File: config.mk
export PLATFORM = sky130hd
export DESIGN_NAME = mem_wb_sequencer_flat
export DESIGN_NICKNAME = d
export VERILOG_FILES = /design/src/rtl/mem_wb_sequencer_if.sv /design/src/rtl/mem_wb_sequencer.sv /design/src/flat_wrapper.sv
export SDC_FILE = /design/constraint.sdc
export NUM_CORES = 1
export LEC_CHECK = 0
export ABC_AREA = 1
export BUFFER_PORTS_ARGS = -buffer_cell sky130_fd_sc_hd__buf_2
export CAP_MARGIN = 15
export CORE_MARGIN = 10
export CORE_UTILIZATION = 55
export CTS_CLUSTER_DIAMETER = 120
export DETAILED_ROUTE_END_ITERATION = 8
export GPL_ROUTABILITY_DRIVEN = 0
export PLACE_DENSITY = 0.87
export SYNTH_ARGS = -nofsm -noshare
export SYNTH_HDL_FRONTEND = slang
export SYNTH_SLANG_ARGS = --single-unit
File: constraint.sdc
create_clock -name clk -period 4.4 [get_ports clk]
set_input_delay 0.44 -clock clk [delete_from_list [all_inputs] [get_ports clk]]
set_output_delay 0.44 -clock clk [all_outputs]
set_load 0.01 [all_outputs]
File: src/rtl/mem_wb_sequencer_if.sv
// Bus bundle between the EX stage / data memory / register file and the MEM-WB sequencer.
// The sequencer takes the slave view; whoever drives instructions and serves memory takes master.
interface mem_wb_sequencer_if #(
  parameter int DATA_W = 32
);
  logic              in_valid;
  logic [5:0]        in_opcode;
  logic [3:0]        in_rd;
  logic              in_reg_write;
  logic [DATA_W-1:0] in_result;
  logic [DATA_W-1:0] in_sdata_lo;
  logic [DATA_W-1:0] in_sdata_hi;
  logic [DATA_W-1:0] mem_addr;
  logic              mem_rd_en;
  logic              mem_wr_en;
  logic [DATA_W-1:0] mem_wdata;
  logic [DATA_W-1:0] mem_rdata;
  logic              reg_write;
  logic [3:0]        wb_rd;
  logic [DATA_W-1:0] wb_data;
  logic              stall;
  logic              exception;

  modport master (
    output in_valid, in_opcode, in_rd, in_reg_write, in_result, in_sdata_lo, in_sdata_hi,
    output mem_rdata,
    input  mem_addr, mem_rd_en, mem_wr_en, mem_wdata,
    input  reg_write, wb_rd, wb_data, stall, exception
  );

  modport slave (
    input  in_valid, in_opcode, in_rd, in_reg_write, in_result, in_sdata_lo, in_sdata_hi,
    input  mem_rdata,
    output mem_addr, mem_rd_en, mem_wr_en, mem_wdata,
    output reg_write, wb_rd, wb_data, stall, exception
  );
endinterface

File: src/rtl/mem_wb_sequencer.sv
// Memory/write-back sequencer: single-word LW/SW, double-word LDW/SDW over two cycles,
// ALU pass-through, R15 write protection and alignment/odd-pair exceptions.
module mem_wb_sequencer #(
  parameter int         DATA_W = 32,
  parameter logic [5:0] OP_LW  = 6'd6,
  parameter logic [5:0] OP_SW  = 6'd7,
  parameter logic [5:0] OP_LDW = 6'd8,
  parameter logic [5:0] OP_SDW = 6'd9
) (
  input  logic                clk,
  input  logic                reset_n,
  mem_wb_sequencer_if.slave   bus
);

  typedef enum logic [1:0] {
    IDLE = 2'd0,
    ACC0 = 2'd1,
    ACC1 = 2'd2
  } state_t;

  state_t            state_q, state_d;
  logic [5:0]        op_q;
  logic [3:0]        rd_q;
  logic [DATA_W-1:0] res_q;
  logic [DATA_W-1:0] lo_q;
  logic [DATA_W-1:0] hi_q;
  logic              rw_q;

  logic              accept;
  logic              exc_c;
  logic              stall_c;
  logic [DATA_W-1:0] addr_c;
  logic              rd_en_c;
  logic              wr_en_c;
  logic [DATA_W-1:0] wdata_c;
  logic              rw_c;
  logic [3:0]        wb_rd_c;
  logic [DATA_W-1:0] wb_data_c;

  function automatic logic is_load(input logic [5:0] op);
    return (op == OP_LW) || (op == OP_LDW);
  endfunction

  function automatic logic is_store(input logic [5:0] op);
    return (op == OP_SW) || (op == OP_SDW);
  endfunction

  function automatic logic is_double(input logic [5:0] op);
    return (op == OP_LDW) || (op == OP_SDW);
  endfunction

  // Misaligned address on any memory op, or an odd first register of a pair.
  function automatic logic mem_fault(input logic [5:0] op, input logic [3:0] rd,
                                     input logic [DATA_W-1:0] addr);
    return (is_load(op) || is_store(op)) &&
           ((addr[1:0] != 2'b00) || (is_double(op) && rd[0]));
  endfunction

  assign exc_c   = (state_q == ACC0) && mem_fault(op_q, rd_q, res_q);
  assign stall_c = (state_q == ACC0) && is_double(op_q) && !exc_c;
  assign accept  = bus.in_valid && !stall_c;

  // Stage boundary: instruction fields captured from EX on accept.
  always_ff @(posedge clk or negedge reset_n) begin
    if (!reset_n) begin
      state_q <= IDLE;
      op_q    <= '0;
      rd_q    <= '0;
      res_q   <= '0;
      lo_q    <= '0;
      hi_q    <= '0;
      rw_q    <= 1'b0;
    end else begin
      state_q <= state_d;
      if (accept) begin
        op_q  <= bus.in_opcode;
        rd_q  <= bus.in_rd;
        res_q <= bus.in_result;
        lo_q  <= bus.in_sdata_lo;
        hi_q  <= bus.in_sdata_hi;
        rw_q  <= bus.in_reg_write;
      end
    end
  end

  always_comb begin
    state_d   = IDLE;
    addr_c    = '0;
    rd_en_c   = 1'b0;
    wr_en_c   = 1'b0;
    wdata_c   = '0;
    rw_c      = 1'b0;
    wb_rd_c   = '0;
    wb_data_c = '0;

    unique case (state_q)
      IDLE: begin
        state_d = accept ? ACC0 : IDLE;
      end
      ACC0: begin
        if (stall_c) state_d = ACC1;
        else         state_d = accept ? ACC0 : IDLE;

        if (exc_c) begin
          rw_c = 1'b0;
        end else if (is_load(op_q)) begin
          addr_c    = res_q;
          rd_en_c   = 1'b1;
          rw_c      = 1'b1;
          wb_rd_c   = rd_q;
          wb_data_c = bus.mem_rdata;
        end else if (is_store(op_q)) begin
          addr_c  = res_q;
          wr_en_c = 1'b1;
          wdata_c = lo_q;
        end else begin
          rw_c      = rw_q;
          wb_rd_c   = rd_q;
          wb_data_c = res_q;
        end
      end
      ACC1: begin
        state_d = accept ? ACC0 : IDLE;
        addr_c  = res_q + DATA_W'(4);
        if (op_q == OP_LDW) begin
          rd_en_c   = 1'b1;
          rw_c      = 1'b1;
          wb_rd_c   = rd_q + 4'd1;
          wb_data_c = bus.mem_rdata;
        end else begin
          wr_en_c = 1'b1;
          wdata_c = hi_q;
        end
      end
      default: begin
        state_d = IDLE;
      end
    endcase

    // R15 holds the PC and is never written from this stage.
    if (wb_rd_c == 4'hF) rw_c = 1'b0;
  end

  assign bus.mem_addr  = addr_c;
  assign bus.mem_rd_en = rd_en_c;
  assign bus.mem_wr_en = wr_en_c;
  assign bus.mem_wdata = wdata_c;
  assign bus.reg_write = rw_c;
  assign bus.wb_rd     = wb_rd_c;
  assign bus.wb_data   = wb_data_c;
  assign bus.stall     = stall_c;
  assign bus.exception = exc_c;

endmodule

File: src/flat_wrapper.sv
// flat-port wrapper written by rule: the top's interface ports become plain ports
module mem_wb_sequencer_flat 
#(
  parameter int         DATA_W = 32,
  parameter logic [5:0] OP_LW  = 6'd6,
  parameter logic [5:0] OP_SW  = 6'd7,
  parameter logic [5:0] OP_LDW = 6'd8,
  parameter logic [5:0] OP_SDW = 6'd9
)
  (clk, reset_n, bus_in_valid, bus_in_opcode, bus_in_rd, bus_in_reg_write, bus_in_result, bus_in_sdata_lo, bus_in_sdata_hi, bus_mem_rdata, bus_mem_addr, bus_mem_rd_en, bus_mem_wr_en, bus_mem_wdata, bus_reg_write, bus_wb_rd, bus_wb_data, bus_stall, bus_exception);
  mem_wb_sequencer_if #(.DATA_W(DATA_W)) bus_i ();
  input  logic clk;
  input  logic reset_n;
  input wire logic [$bits(bus_i.in_valid)-1:0] bus_in_valid;
  input wire logic [$bits(bus_i.in_opcode)-1:0] bus_in_opcode;
  input wire logic [$bits(bus_i.in_rd)-1:0] bus_in_rd;
  input wire logic [$bits(bus_i.in_reg_write)-1:0] bus_in_reg_write;
  input wire logic [$bits(bus_i.in_result)-1:0] bus_in_result;
  input wire logic [$bits(bus_i.in_sdata_lo)-1:0] bus_in_sdata_lo;
  input wire logic [$bits(bus_i.in_sdata_hi)-1:0] bus_in_sdata_hi;
  input wire logic [$bits(bus_i.mem_rdata)-1:0] bus_mem_rdata;
  output wire logic [$bits(bus_i.mem_addr)-1:0] bus_mem_addr;
  output wire logic [$bits(bus_i.mem_rd_en)-1:0] bus_mem_rd_en;
  output wire logic [$bits(bus_i.mem_wr_en)-1:0] bus_mem_wr_en;
  output wire logic [$bits(bus_i.mem_wdata)-1:0] bus_mem_wdata;
  output wire logic [$bits(bus_i.reg_write)-1:0] bus_reg_write;
  output wire logic [$bits(bus_i.wb_rd)-1:0] bus_wb_rd;
  output wire logic [$bits(bus_i.wb_data)-1:0] bus_wb_data;
  output wire logic [$bits(bus_i.stall)-1:0] bus_stall;
  output wire logic [$bits(bus_i.exception)-1:0] bus_exception;
  assign bus_i.in_valid = bus_in_valid;
  assign bus_i.in_opcode = bus_in_opcode;
  assign bus_i.in_rd = bus_in_rd;
  assign bus_i.in_reg_write = bus_in_reg_write;
  assign bus_i.in_result = bus_in_result;
  assign bus_i.in_sdata_lo = bus_in_sdata_lo;
  assign bus_i.in_sdata_hi = bus_in_sdata_hi;
  assign bus_i.mem_rdata = bus_mem_rdata;
  assign bus_mem_addr = bus_i.mem_addr;
  assign bus_mem_rd_en = bus_i.mem_rd_en;
  assign bus_mem_wr_en = bus_i.mem_wr_en;
  assign bus_mem_wdata = bus_i.mem_wdata;
  assign bus_reg_write = bus_i.reg_write;
  assign bus_wb_rd = bus_i.wb_rd;
  assign bus_wb_data = bus_i.wb_data;
  assign bus_stall = bus_i.stall;
  assign bus_exception = bus_i.exception;
  mem_wb_sequencer #(.DATA_W(DATA_W), .OP_LW(OP_LW), .OP_SW(OP_SW), .OP_LDW(OP_LDW), .OP_SDW(OP_SDW)) u_core (.clk(clk), .reset_n(reset_n), .bus(bus_i));
endmodule
# Yosys cells after proc, flatten, opt, wreduce, memory -nomap -nowiden
# Cells that the tools add are included.
# totals
ff_bits,109
output_inout_bits,105
# op_classes
add_sub_neg,2
reduce_logical,16
eq_ne,7
mux,36
# op_table
operator,n
$mux W32,11
$pmux W32 S2,3
$add A32 B3 Y32 const B,1
$mux W4,4
$eq A6 B3 Y1 const B,2
$eq A6 B4 Y1 const B,2
$mux W1,12
$pmux W4 S2,1
$logic_and A1 B1 Y1,6
$pmux W1 S2,3
$logic_or A1 B1 Y1,5
$add A4 B1 Y4 const B,1
$eq A4 B4 Y1 const B,1
$pmux W2 S2,1
$eq A2 B1 Y1 const B,1
$eq A2 B2 Y1 const B,1
$logic_not A1 Y1,2
$logic_not A2 Y1,1
$mux W2,1
$reduce_bool A2 Y1,1
$reduce_or A2 Y1,1

# Depth between registers and ports, before layout
# logic_depth
ltp_word,13
ltp_mapped,13
mapped_depth_nobuf,11

# Worst setup path after synthesis
# No wires, ideal clock.
# synth_path
kind,register -> output
start,register u_core.state_q[1]
end,output bus_mem_addr[22]
n_path_buf,2
path_slack_ns,2.236
arrival_time_ns,1.724
path_stages_with_launch,9
required_time_ns,3.960
path_cell_list,dfrtp_1 -> inv_1 -> ha_1 -> clkbuf_1 -> o21ai_0 -> nor2_2 -> buf_2 -> nand2_1 -> a21oi_1
# synth_via
elab_chain_len,4
word_cells_on_any_way,5
cone_classes,2 x eq/ne; 2 x mux; 1 x reduce/logical
# synth_lines
element,line_no,text
from (decl),mem_wb_sequencer.sv:21,"state_t state_q, state_d;"
from (signal assigned),mem_wb_sequencer.sv:74,state_q <= state_d;
$eq A2 B1 Y1,"mem_wb_sequencer.sv:59, mem_wb_sequencer.sv:96",
$logic_and A1 B1 Y1,mem_wb_sequencer.sv:59,"assign exc_c = (state_q == ACC0) && mem_fault(op_q, rd_q, res_q);"
$mux W32,mem_wb_sequencer.sv:104,if (exc_c) begin
$pmux W32 S2 *,mem_wb_sequencer.sv:96,unique case (state_q)
to (decl),flat_wrapper.sv:22,output wire logic [$bits(bus_i.mem_addr)-1:0] bus_mem_addr;
# Every way passes the cells marked *; elsewhere a longest branch is shown, timed or not.

# Worst setup path in the final report
# layout_path
start,register u_core.op_q[5]
end,output bus_stall
# layout_via
elab_chain_len,8
word_cells_on_any_way,15
cone_classes,4 x eq/ne; 11 x reduce/logical
# layout_lines
element,line_no,text
from (decl),mem_wb_sequencer.sv:22,logic [5:0] op_q;
from (signal assigned),mem_wb_sequencer.sv:76,op_q <= bus.in_opcode;
$eq A6 B4 Y1 (on tied branches),"mem_wb_sequencer.sv:41, mem_wb_sequencer.sv:49, mem_wb_sequencer.sv:45",
$logic_or A1 B1 Y1,mem_wb_sequencer.sv:49,return (op == OP_LDW) || (op == OP_SDW);
$logic_and A1 B1 Y1,mem_wb_sequencer.sv:56,((addr[1:0] != 2'b00) || (is_double(op) && rd[0]));
$logic_or A1 B1 Y1,mem_wb_sequencer.sv:56,
$logic_and A1 B1 Y1,mem_wb_sequencer.sv:55,return (is_load(op) || is_store(op)) &&
$logic_and A1 B1 Y1,mem_wb_sequencer.sv:59,
$logic_not A1 Y1,mem_wb_sequencer.sv:60,assign stall_c = (state_q == ACC0) && is_double(op_q) && !exc_c;
$logic_and A1 B1 Y1 *,mem_wb_sequencer.sv:60,
to (decl),flat_wrapper.sv:29,output wire logic [$bits(bus_i.stall)-1:0] bus_stall;
# Marked as above.

==> metrics.txt <==
r2r startpoint=u_core.op_q[1]; routed length per instance=17.0 um; post-CTS setup buffers=0; clock tree buffer depth=2; Hold Vio Cnt, Final=0; Overall Global Routing Usage=0.256; Main synth FF type=dfrtp_1; clock root cell=clkbuf_16; number of global-route vias before repair=7543; Crit Path Category=reg2out; f_max=0.285 GHz; adder-cell share of the synthesized area=0.0110; fin util=0.689; Post-Synth Simple-Gate Area=0.385; P per Cell Area=315 mW/mm2; CTS HTree Levels=3; Pint=1.80 mW; largest family of logic cells by synthesized area=simple AND/OR/NAND/NOR gates; clock-pin slew on the worst setup and hold paths=0.08 ns; synth top area cells=dfrtp_1, nand2_1, nand3_1; Setup Viol. Count Final=0; Register-to-Register Path Depth=12; Final ANT Viol Nets=0; fin. max-slew vios=0; clock share of power=0.348; post-route minimum period=3.50 ns; Pwr Total=2.62 mW; sequential power share=0.454; largest net degree at the start of global routing=86; Cell Area, Synth=0.00680 mm2; Final HPWL DP=16.8 mm; Max Cap Viol=0; detailed-route vias per instance=~5.7; area leader, netlist=dfrtp_1; ANT cells=0; DR vias=about 8000; GRT overflow=0; Syn. warnings=0; Sw Ratio=0.314; r2r endpoint=u_core.res_q[29]; post-CTS sizing=0; routed wire length=23.3 mm; Critical Path AT=3.06 ns; slew at the pin closest to its max-slew limit=1.01 ns; unrepaired setup endpoints after global routing=no; CP most frequent cell=nand2_2; Seq/Total Area, Yosys=0.401; Leak=4.29 nW; worst hold path class=in2async; xor/xnor cell area share of the yosys netlist=0.00258; # IOs=247; peak supply drop=212 uV; insertion delay to the later sink of the worst-skew pair=0.35 ns; syn_nets=1148; CP endpoint kind=primary output; Compound-Gate Fraction of Synth Area=0.116; Nets=1346; DRC=0; cell with the most instances after synthesis=nand2_1; Cell Rows=40; clock skew=0.00902 ns; Setup TNS Final=0 ns; Area Growth Syn to Fin=22.3%; CTS Hold Bufs=0; WP data required=3.96 ns; die height=131 um; CTS tree=yes; Post-synth top cells=nand2_1, nand3_1, a21oi_1; Die Wd=131 um; Worst R2R Setup Slack=about 1.3 ns; Starting Density=0.564; CP cell instances=nor2_2 > nand3_2 > nand2_2 > o21ai_2 > nand2_2 > inv_2 > nand2_4 > buf_4 > inv_1 > buf_2; first-pass GRT wire length=37.3 mm; NetSw=0.822 mW; Buffers on Ports=approximately 250; Avg Cell Area, Syn=around 6.8 um2; post-synthesis mux area share=0; 1st-pass router iterations=5; Setup WS post-layout=between 0.8 and 0.9 ns; Cell variety after synth=33; ratio of cells with drive above 1 in the final layout=0.244; Critical-path top delay cell=buf_4; CP max FO=85; # fillers=between 1000 and 1500; EDFF count, synth=0; CP peak stage delay=0.64 ns; Hold Slack=roughly 0.25 ns; TritonCTS buffer count=9; DRT iter0 DRCs=725; Rel. slew slack=0.324; crit share post-route=0.797; Sink Count=109; async set-reset flop share out of synthesis=1.00; initial antenna violation count=2; core area=~0.012 mm2; Logic pwr share=0.199; Worst Setup Start Kind=flip-flop; status=finished, final reports clean; Setup WS pre-CTS=1.32 ns; cell count after synthesis=1000; top-area cell type share of the netlist area=0.401; Seq cells post-synth=between 100 and 150; die area=0.0172 mm2
## kinds of logic after synthesis
family / count (synthesis)
AOI/OAI and AO/OA: 151
xor gates and xnor gates: 2
adders and majority gates: 6
buffers and inverters: 124
DFF: 109
and+or+nand+nor: 608
## final cells by class
type / count / area (um2) / area share
clock inverters: 6 / 92.6 / 0.0111
clock buffers: 10 / 239 / 0.0287
repair buffers: 262 / 1350 / 0.163
multi-input cells: 767 / 3510 / 0.422
flip-flops and latches: 109 / 2730 / 0.328
well taps: 168 / 210 / 0.0253
inverters: 49 / 184 / 0.0221
## stage by stage
step | area, um2 | instances
3_3_place_gp | 7980 | 1355
3_5_place_dp | 7980 | 1355
5_1_grt | 8320 | 1371
6_report | 8320 | 1371
4_1_cts | 8320 | 1371
2_1_floorplan | 6800 | 1000
## worst max-delay path by stage
stage / from / end / cells past startpoint
global placement: u_core.op_q[5] / bus_stall / 10
CTS: u_core.op_q[5] / bus_stall / 10
detailed placement: u_core.op_q[5] / bus_stall / 10
floorplan: u_core.state_q[1] / bus_mem_addr[22] / 8
global route: u_core.op_q[1] / bus_wb_data[6] / 13
finish: u_core.op_q[5] / bus_stall / 10
## placed cells by master, fill, tap and decap left out, drive strengths merged, types with 6 or more instances in the layout
cell type  Yosys  layout
buf           37     262
ha             6       6
nand4          9       9
nor2          67      67
inv           48      50
nand2        310     310
clkbuf        38      10
a21oi        115     115
nand3        208     208
o21ai         23      23
nor3          12      12
dfrtp        109     109
## state kept, by name (all words and copies together), names as in the netlist
name,count
u_core.op_q,6
u_core.rw_q,1
u_core.hi_q,32
u_core.rd_q,4
u_core.state_q,2
u_core.res_q,32
u_core.lo_q,32
## per-layer routing
metal / vias up / track usage / share of wire
li1: 3706 / - / -
met1: 3562 / 0.305 / 0.38
met2: 465 / 0.429 / 0.48
met3: 48 / 0.0686 / 0.11
met4: 4 / 0.103 / 0.024
met5: - / 0 / 0.0014
## power by group through the flow
| stage | combinational, mW | sequential [mW] | clock, mW |
|---|---|---|---|
| after floorplan | 0.342 | 1.18 | 0 |
| after global placement | 0.507 | 1.20 | 0 |
| after detailed placement | 0.518 | 1.20 | 0 |
| after CTS | 0.521 | 1.19 | 0.913 |
| after global routing | 0.585 | 1.20 | 0.959 |
| final | 0.521 | 1.19 | 0.912 |
## critical path: cells and delay by family, from the launching register on
kind                   cells  cell delay, ns
buffers and inverters      4            0.96
and+or+nand+nor            5            1.13
AOI/OAI and AO/OA          1            0.17
DFF                        1            0.39
Note: power is estimated with default switching activity, not from simulation.
